<file path="src/rtl/zclk_pkg.sv">
// Shared definitions for the Z80 clock / turbo control slice.
//   - turbo speed codes driven onto the clock generator muxes
//   - turbo switch FSM state encoding
//   - counter widths and the stall arbiter reset grant
//   - rr_pick: round-robin choice between the two stall requesters
package zclk_pkg;

  localparam logic [1:0] TURBO_3M5 = 2'b00;
  localparam logic [1:0] TURBO_7M  = 2'b01;
  localparam logic [1:0] TURBO_14M = 2'b10;

  typedef enum logic [1:0] {
    T_IDLE   = 2'b00,
    T_ARMED  = 2'b01,
    T_SETTLE = 2'b10
  } turbo_st_e;

  localparam int SETTLE_W    = 4;
  localparam int STALL_CNT_W = 4;

  // Last grant out of reset points at bit 1, so bit 0 wins the first tie.
  localparam logic [1:0] GNT_RESET = 2'b10;

  // On a tie hand the stall to whoever did not own the previous one;
  // a single request is granted as-is (already one-hot).
  function automatic logic [1:0] rr_pick(input logic [1:0] req,
                                         input logic [1:0] last);
    return (req == 2'b11) ? ~last : req;
  endfunction

endpackage

</file>
<file path="src/rtl/zstall_arb.sv">
// Z80 clock stall arbiter.
// Starts a stall on a Z80 falling edge when any wait requester is active,
// holds it while the granted requester keeps its request up, and forces a
// release after STALL_MAX fclk cycles.
// Ports:
//   fclk      in   system clock
//   rst_n     in   asynchronous active-low reset
//   zneg      in   one-fclk pulse at each Z80 clock falling edge
//   wait_req  in   [1:0] stall requests (0: DRAM contention, 1: port wait)
//   zstall    out  stall active, freezes zpos/zneg generation
//   wait_gnt  out  [1:0] one-hot owner of the current stall, 0 when idle
//   stall_tmo out  sticky, set by any forced release
module zstall_arb
  import zclk_pkg::*;
#(
  parameter int STALL_MAX = 15
) (
  input  logic       fclk,
  input  logic       rst_n,
  input  logic       zneg,
  input  logic [1:0] wait_req,
  output logic       zstall,
  output logic [1:0] wait_gnt,
  output logic       stall_tmo
);

  localparam logic [STALL_CNT_W-1:0] STALL_LIM = STALL_CNT_W'(STALL_MAX);

  logic [STALL_CNT_W-1:0] stall_cnt, stall_cnt_d;
  logic [1:0]             last_gnt, last_gnt_d, gnt_d;
  logic                   zstall_d, tmo_d;
  logic                   hold;

  // Only the owner's request keeps the stall alive; the other bit is ignored.
  assign hold = |(wait_req & wait_gnt);

  always_comb begin
    zstall_d    = zstall;
    gnt_d       = wait_gnt;
    last_gnt_d  = last_gnt;
    tmo_d       = stall_tmo;
    stall_cnt_d = stall_cnt;
    if (zstall) begin
      if (!hold || stall_cnt >= STALL_LIM) begin
        zstall_d    = 1'b0;
        gnt_d       = 2'b00;
        last_gnt_d  = wait_gnt;
        stall_cnt_d = '0;
        if (hold) tmo_d = 1'b1;
      end else if (stall_cnt != '1) begin
        stall_cnt_d = stall_cnt + 1'b1;
      end
    end else if (zneg && wait_req != 2'b00) begin
      // stall_cnt tracks the number of cycles zstall has been high,
      // so it starts at 1 on the first stalled cycle.
      zstall_d    = 1'b1;
      gnt_d       = rr_pick(wait_req, last_gnt);
      stall_cnt_d = STALL_CNT_W'(1);
    end
  end

  always_ff @(posedge fclk or negedge rst_n) begin
    if (!rst_n) begin
      zstall    <= 1'b0;
      wait_gnt  <= 2'b00;
      stall_tmo <= 1'b0;
      stall_cnt <= '0;
      last_gnt  <= GNT_RESET;
    end else begin
      zstall    <= zstall_d;
      wait_gnt  <= gnt_d;
      stall_tmo <= tmo_d;
      stall_cnt <= stall_cnt_d;
      last_gnt  <= last_gnt_d;
    end
  end

endmodule

</file>
<file path="src/rtl/zturbo_ctrl.sv">
// Z80 turbo speed switch controller with clock stall arbitration.
// A requested speed change is armed, then applied at the next falling edge
// of the refresh strobe (sampled on zpos), followed by a settle window of
// SETTLE_CYC zpos pulses during which new requests are ignored.
// Ports:
//   fclk      in   system clock
//   rst_n     in   asynchronous active-low reset
//   turbo_req in   [1:0] requested speed (00 3.5, 01 7, 1x 14 MHz)
//   rfsh_n    in   Z80 refresh strobe, sampled on zpos
//   zpos      in   one-fclk pulse at each Z80 clock rising edge
//   zneg      in   one-fclk pulse at each Z80 clock falling edge
//   wait_req  in   [1:0] stall requests (level)
//   int_turbo out  [1:0] applied speed to the clock generator
//   turbo_chg out  one-fclk pulse when int_turbo changes
//   zstall    out  freezes zpos/zneg generation
//   wait_gnt  out  [1:0] one-hot stall owner
//   stall_tmo out  sticky forced-release flag
module zturbo_ctrl
  import zclk_pkg::*;
#(
  parameter int SETTLE_CYC = 2,
  parameter int STALL_MAX  = 15
) (
  input  logic       fclk,
  input  logic       rst_n,
  input  logic [1:0] turbo_req,
  input  logic       rfsh_n,
  input  logic       zpos,
  input  logic       zneg,
  input  logic [1:0] wait_req,
  output logic [1:0] int_turbo,
  output logic       turbo_chg,
  output logic       zstall,
  output logic [1:0] wait_gnt,
  output logic       stall_tmo
);

  turbo_st_e             st_q, st_d;
  logic [1:0]            req_q, turbo_d;
  logic                  old_rfsh_n, rfsh_fall, chg_d;
  logic [SETTLE_W-1:0]   settle_q, settle_d;

  assign rfsh_fall = zpos & old_rfsh_n & ~rfsh_n;

  always_ff @(posedge fclk or negedge rst_n) begin
    if (!rst_n) begin
      st_q       <= T_IDLE;
      req_q      <= TURBO_3M5;
      old_rfsh_n <= 1'b1;
      settle_q   <= '0;
      int_turbo  <= TURBO_3M5;
      turbo_chg  <= 1'b0;
    end else begin
      st_q      <= st_d;
      req_q     <= turbo_req;
      settle_q  <= settle_d;
      int_turbo <= turbo_d;
      turbo_chg <= chg_d;
      if (zpos) old_rfsh_n <= rfsh_n;
    end
  end

  always_comb begin
    st_d     = st_q;
    turbo_d  = int_turbo;
    chg_d    = 1'b0;
    settle_d = settle_q;
    case (st_q)
      T_IDLE: begin
        if (req_q != int_turbo) st_d = T_ARMED;
      end
      T_ARMED: begin
        // A request that reverts to the applied speed cancels the switch,
        // even when a refresh fall lands in the same cycle.
        if (req_q == int_turbo) begin
          st_d = T_IDLE;
        end else if (rfsh_fall) begin
          turbo_d  = req_q;
          chg_d    = 1'b1;
          settle_d = SETTLE_W'(SETTLE_CYC);
          st_d     = T_SETTLE;
        end
      end
      T_SETTLE: begin
        if (zpos) begin
          if (settle_q <= SETTLE_W'(1)) begin
            settle_d = '0;
            st_d     = T_IDLE;
          end else begin
            settle_d = settle_q - 1'b1;
          end
        end
      end
      default: st_d = T_IDLE;
    endcase
  end

  zstall_arb #(
    .STALL_MAX (STALL_MAX)
  ) u_arb (
    .fclk      (fclk),
    .rst_n     (rst_n),
    .zneg      (zneg),
    .wait_req  (wait_req),
    .zstall    (zstall),
    .wait_gnt  (wait_gnt),
    .stall_tmo (stall_tmo)
  );

endmodule

</file>
<file path="config.mk">
export PLATFORM = sky130hd
export DESIGN_NAME = zturbo_ctrl
export DESIGN_NICKNAME = d
export VERILOG_FILES = /design/src/rtl/zclk_pkg.sv /design/src/rtl/zstall_arb.sv /design/src/rtl/zturbo_ctrl.sv
export SDC_FILE = /design/constraint.sdc
export NUM_CORES = 1
export LEC_CHECK = 0
export ABC_AREA = 0
export CORE_ASPECT_RATIO = 1.1
export CORE_MARGIN = 2
export CORE_UTILIZATION = 47
export CTS_CLUSTER_DIAMETER = 100
export CTS_CLUSTER_SIZE = 30
export DETAILED_ROUTE_END_ITERATION = 8
export GPL_TIMING_DRIVEN = 0
export PLACE_DENSITY = 0.84
export SLEW_MARGIN = 20
export SYNTH_ARGS = -nofsm -noshare
export SYNTH_HDL_FRONTEND = slang
export SYNTH_SLANG_ARGS = --single-unit
</file>
<file path="constraint.sdc">
create_clock -name fclk -period 1.7 [get_ports fclk]
set_clock_uncertainty 0.15 [all_clocks]
set_input_delay 0.34 -clock fclk [delete_from_list [all_inputs] [get_ports fclk]]
set_output_delay 0.34 -clock fclk [all_outputs]
set_load 0.005 [all_outputs]
</file>
* After elaboration in Yosys (flattened, before gate mapping) *
Index checks and enable logic that the tools add are counted.
Widths: inputs -> output; s select.

operators by class
  $add $sub $neg = 2
  order comparisons = 2
  eq/ne operators = 14
  muxes and demuxes = 25
  bitwise operators = 6
  reductions and logical operators = 15

operators by type and width
  cell                 count
  $mux 4               8
  $mux 2               9
  $ne 2x2->1 const B   6
  $pmux 4 s2           1
  $reduce_and 4->1     2
  $mux 1               6
  $ne 3x3->1 const B   2
  $pmux 2 s3           1
  $reduce_and 2->1     3
  $reduce_and 3->1     2
  $reduce_bool 2->1    3
  $add 4x1->4 const B  1
  $eq 2x2->1 const B   2
  $ge 4x4->1 const B   1
  $le 4x1->1 const B   1
  $ne 4x4->1 const B   1
  $sub 4x1->4 const B  1
  $and 1x1->1          2
  $and 2x2->2          1
  $eq 2x1->1 const B   1
  $eq 2x2->1           1
  $logic_not 2->1      1
  $ne 2x2->1           1
  $not 1->1            2
  5 further kinds      5

storage, ports and cells
  bits in registers = 22
  output and inout port bits = 7
  logic and storage cells = 75

* Depth between registers and ports, before layout *
  depth after elaboration = 6
  gate-level depth with buffers = 6
  mapped depth without buffers = 6

* Modules after synthesis *
Synthesis repeated with hierarchy kept, for this count alone.

second synthesis, totals
  cells, all modules = 96
  area, all modules = 1078.5 sq um

modules (own cells, without submodules)
  module       instances  cells an instance  area an instance (sq um)
  zturbo_ctrl  1          48                 573.0
  zstall_arb   1          48                 505.5

* Worst setup path after synthesis *
OpenSTA, ideal clock, no wires.

  path kind = reg2reg
  start point = register int_turbo[0]
  end point = register int_turbo[0]
  library setup time = 125 ps
  data arrival time = 1436 ps
  setup slack = -10 ps
  cell stages (with the launch flop) = 4
  buffers on the path = 0
  cell sequence = dfrtp_1 > xnor2_1 > a2111oi_4 > mux2_2

on the way
  cells in the longest elaborated chain, start to end = 3

RTL lines
  what                        line               text
  start, declared             zturbo_ctrl.sv:31  output logic [1:0] int_turbo,
  start signal, assigned      zturbo_ctrl.sv:57  int_turbo <= turbo_d;
  $eq 2x2->1                  zturbo_ctrl.sv:75  if (req_q == int_turbo) begin
  $not 1->1 (no line)         --
  $reduce_and 3->1 (no line)  --

No other way between the ends.
A chain may end at the register's enable or synchronous reset.

* Worst setup path in the final report *
  start point = register int_turbo[0]
  end point = register int_turbo[1]

Same word-level chain as after synthesis.

==> metrics.txt <==
fmax 570 MHz; CTS tree done; Tot Pwr 2140 uW; initial core utilization 48.5%; Power Density 1400 nW/um^2; die width 49.3 um; Residual DRC 0; Final Util 70.0%; Core Region 2180 um^2; Critical path buffers and inverters 1; initial drt markers 16; Slowest-stage cell, CP dfrtp_1; Post-synth EDFFs 0; CTS Sinks 22; status complete, but fails checks; initial antenna violation count 0; antenna-violating nets left 0; DRT Pass-1 Iters 6; family with the most delay on the worst path flip-flops; first-pass GRT wire length 3540 um; Global Route met1 Usage 19.5%; diode count 0; post-DP HPWL 1420 um; share of cells above drive strength 1 35.9%; Clk Latency, worst-skew pair 310 ps; Synth Flop Type dfrtp_1; Die Area 2650 um^2; largest net degree at the start of global routing 23; Startpoint Class flop; worst setup path class flop to flop; violated checks setup timing; GRT busiest layer met2; fin crit share 103%; gr usage total 18.4%; htree depth 1; Clk pin slew, worst setup/hold paths 120 ps; Bufs on Longest Clock Path 2; worst path cell trace xnor2_2 -> a2111oi_4 -> buf_4 -> mux2_4; Layout Nets 144; final setup fails 3; MaxCap Viol Count 0; # rows 18; max-slew headroom at the worst pin 37.1%; grt ovf 0; Arrival @ worst endpoint 1810 ps; post-layout minimum cycle time 1760 ps; Syn Inst Count 96; Critical Path Sink Type flop; max-slew violation count 0; top-level I/O count 16; Routed WL 2340 um; measured slew at the worst slew-check pin 940 ps; hold path depth 3; CTS Buf Count 3; vias in the first global route 839; IO buf count 15; CP required 1760 ps; Synth async-reset ratio 100%; unique cell type count in the Yosys netlist 34; Critical Path Stages 4; Final Hold Fails 0; via count 886; Mapped Area 1060 um^2; area grow syn2layout 44.4%; Final WS setup -55.5 ps; Syn Area/Cell 11.0 um^2; synthesized net count 108; Post-CTS Hold Fix Bufs 0; register bit total from synthesis 22; worst hold path type primary input to flop; maximum VDD drop 859 uV; synthesis warning total 0; clk root buf clkbuf_4; vias per inst 5.50; RSZ-0062 raised after global routing yes; Sum Neg Setup Slack -126 ps; DR WL/cell 14.5 um; met3 usage 2.50%; Reg2Reg Depth 4; Slowest Stage Delay on Critical Path 440 ps; Die H 53.8 um; DP Worst Slack -543 ps; final RePlAce weighted congestion 0.806; GR met2 Demand/Resource 36.3%; CP max FO 3; sequential element share of the synthesized area 52.2%; Pleak 0.000706 uW
flip-flops by register name (all words and copies together) (netlist names):
name             count
u_arb.zstall         1
u_arb.stall_cnt      4
old_rfsh_n           1
turbo_chg            1
settle_q             4
u_arb.stall_tmo      1
int_turbo            2
st_q                 2
u_arb.last_gnt       2
u_arb.wait_gnt       2
req_q                2
placed cells by master, fill, tap and decap left out, types with 2 or more instances in the layout:
| master | Yosys | layout |
|---|---|---|
| dfrtp_1 | 20 | 18 |
| buf_4 | 0 | 16 |
| clkdlybuf4s50_1 | 0 | 8 |
| nand2_1 | 7 | 7 |
| dlygate4sd2_1 | 0 | 5 |
| o21ai_0 | 4 | 4 |
| nor2_1 | 4 | 4 |
| nor3_1 | 5 | 4 |
| a21oi_1 | 5 | 4 |
| nor2b_1 | 3 | 3 |
| mux2_2 | 5 | 3 |
| a21o_1 | 3 | 3 |
| nand3_1 | 3 | 3 |
| clkbuf_4 | 0 | 3 |
| inv_2 | 0 | 2 |
| xnor2_2 | 0 | 2 |
| nand2b_1 | 4 | 2 |
| a31oi_1 | 2 | 2 |
| a211o_1 | 2 | 2 |
| o22ai_1 | 3 | 2 |
| mux2_4 | 0 | 2 |
| ha_4 | 0 | 2 |
| dlymetal6s2s_1 | 0 | 2 |
| dfstp_2 | 2 | 2 |
| dfrtp_2 | 0 | 2 |
what timing repair did:
item                                    in CTS  in global routing
gates resized for setup                     15                 16
pin swaps                                    4                 10
endpoints found under the setup margin      15                 11
setup buffers                               10                  6
hold endpoints to repair                     0                  0
Yosys cell counts, drive strengths merged, types with 2 or more instances:
cell type	instances	area, um^2
a21o	3	22.5
o22ai	3	18.8
nor3	5	25.0
ha	3	37.5
nand2b	4	25.0
dfstp	2	52.6
nand3	3	15.0
o21ai	5	25.0
inv	3	11.3
nand2	7	26.3
nor2b	3	18.8
nor2	4	15.0
xnor2	2	17.5
mux2	5	56.3
dfrtp	20	500
a31oi	2	12.5
a21oi	5	25.0
a211o	2	17.5
worst register-to-register path, cell delays in order (launching register included):
cell and delay, ps:
dfrtp_1 440, xnor2_2 180, a2111oi_4 390, buf_4 200, mux2_4 300
final timing paths:
path,startpoint,end,slack [ps]
worst max-delay path,int_turbo[0],int_turbo[1],-60
worst min-delay path,zpos,settle_q[3],300
min in group asynchronous,rst_n,st_q[0],390
max in group asynchronous,rst_n,settle_q[0],370
worst max register to register,int_turbo[0],int_turbo[1],-60
worst min register to register,u_arb.stall_tmo,u_arb.stall_tmo,320
logic make-up (layout without fill, tap and decap cells):
family	count (synthesis)	count (layout)	synth area share (%)
flops	22	22	52.2
fa+ha+maj	3	3	3.54
buf+inv	3	38	1.06
simple gates	31	31	14.9
xor+xnor	2	2	1.65
mux	5	5	5.31
compound gates	30	30	21.4
through the flow:
| step | hold WS, ps | cell area [um^2] | cells |
|---|---|---|---|
| after global placement | 296 | 1250 | 141 |
| after detailed placement | 296 | 1250 | 141 |
| after CTS | 295 | 1420 | 155 |
| after global routing | 292 | 1530 | 161 |
| after floorplan | -106 | 1070 | 96 |
| final | 299 | 1530 | 161 |
where the power goes:
| part | internal [uW] | switching, uW | leakage, uW |
|---|---|---|---|
| logic | 522 | 412 | 0.000406 |
| clock network | 239 | 153 | 0.0000279 |
| registers | 679 | 139 | 0.000272 |
routing by layer:
metal / share of wire [%] / vias up / routed length (um)
met1: 41 / 418 / 962
met2: 53 / 28 / 1250
met5: 0 / - / 0
met3: 3.2 / 9 / 74
met4: 2.4 / 0 / 55
li1: - / 431 / -
cell type report:
cell class	count	area, um^2
clock buffer	3	22.5
clock inverter	1	30.0
fill	164	654
inverter	3	11.3
multi-input combinational	71	604
sequential	22	556
tap	30	37.5
timing repair buffer	31	269
No activity file was read; power rests on OpenSTA's default activity.
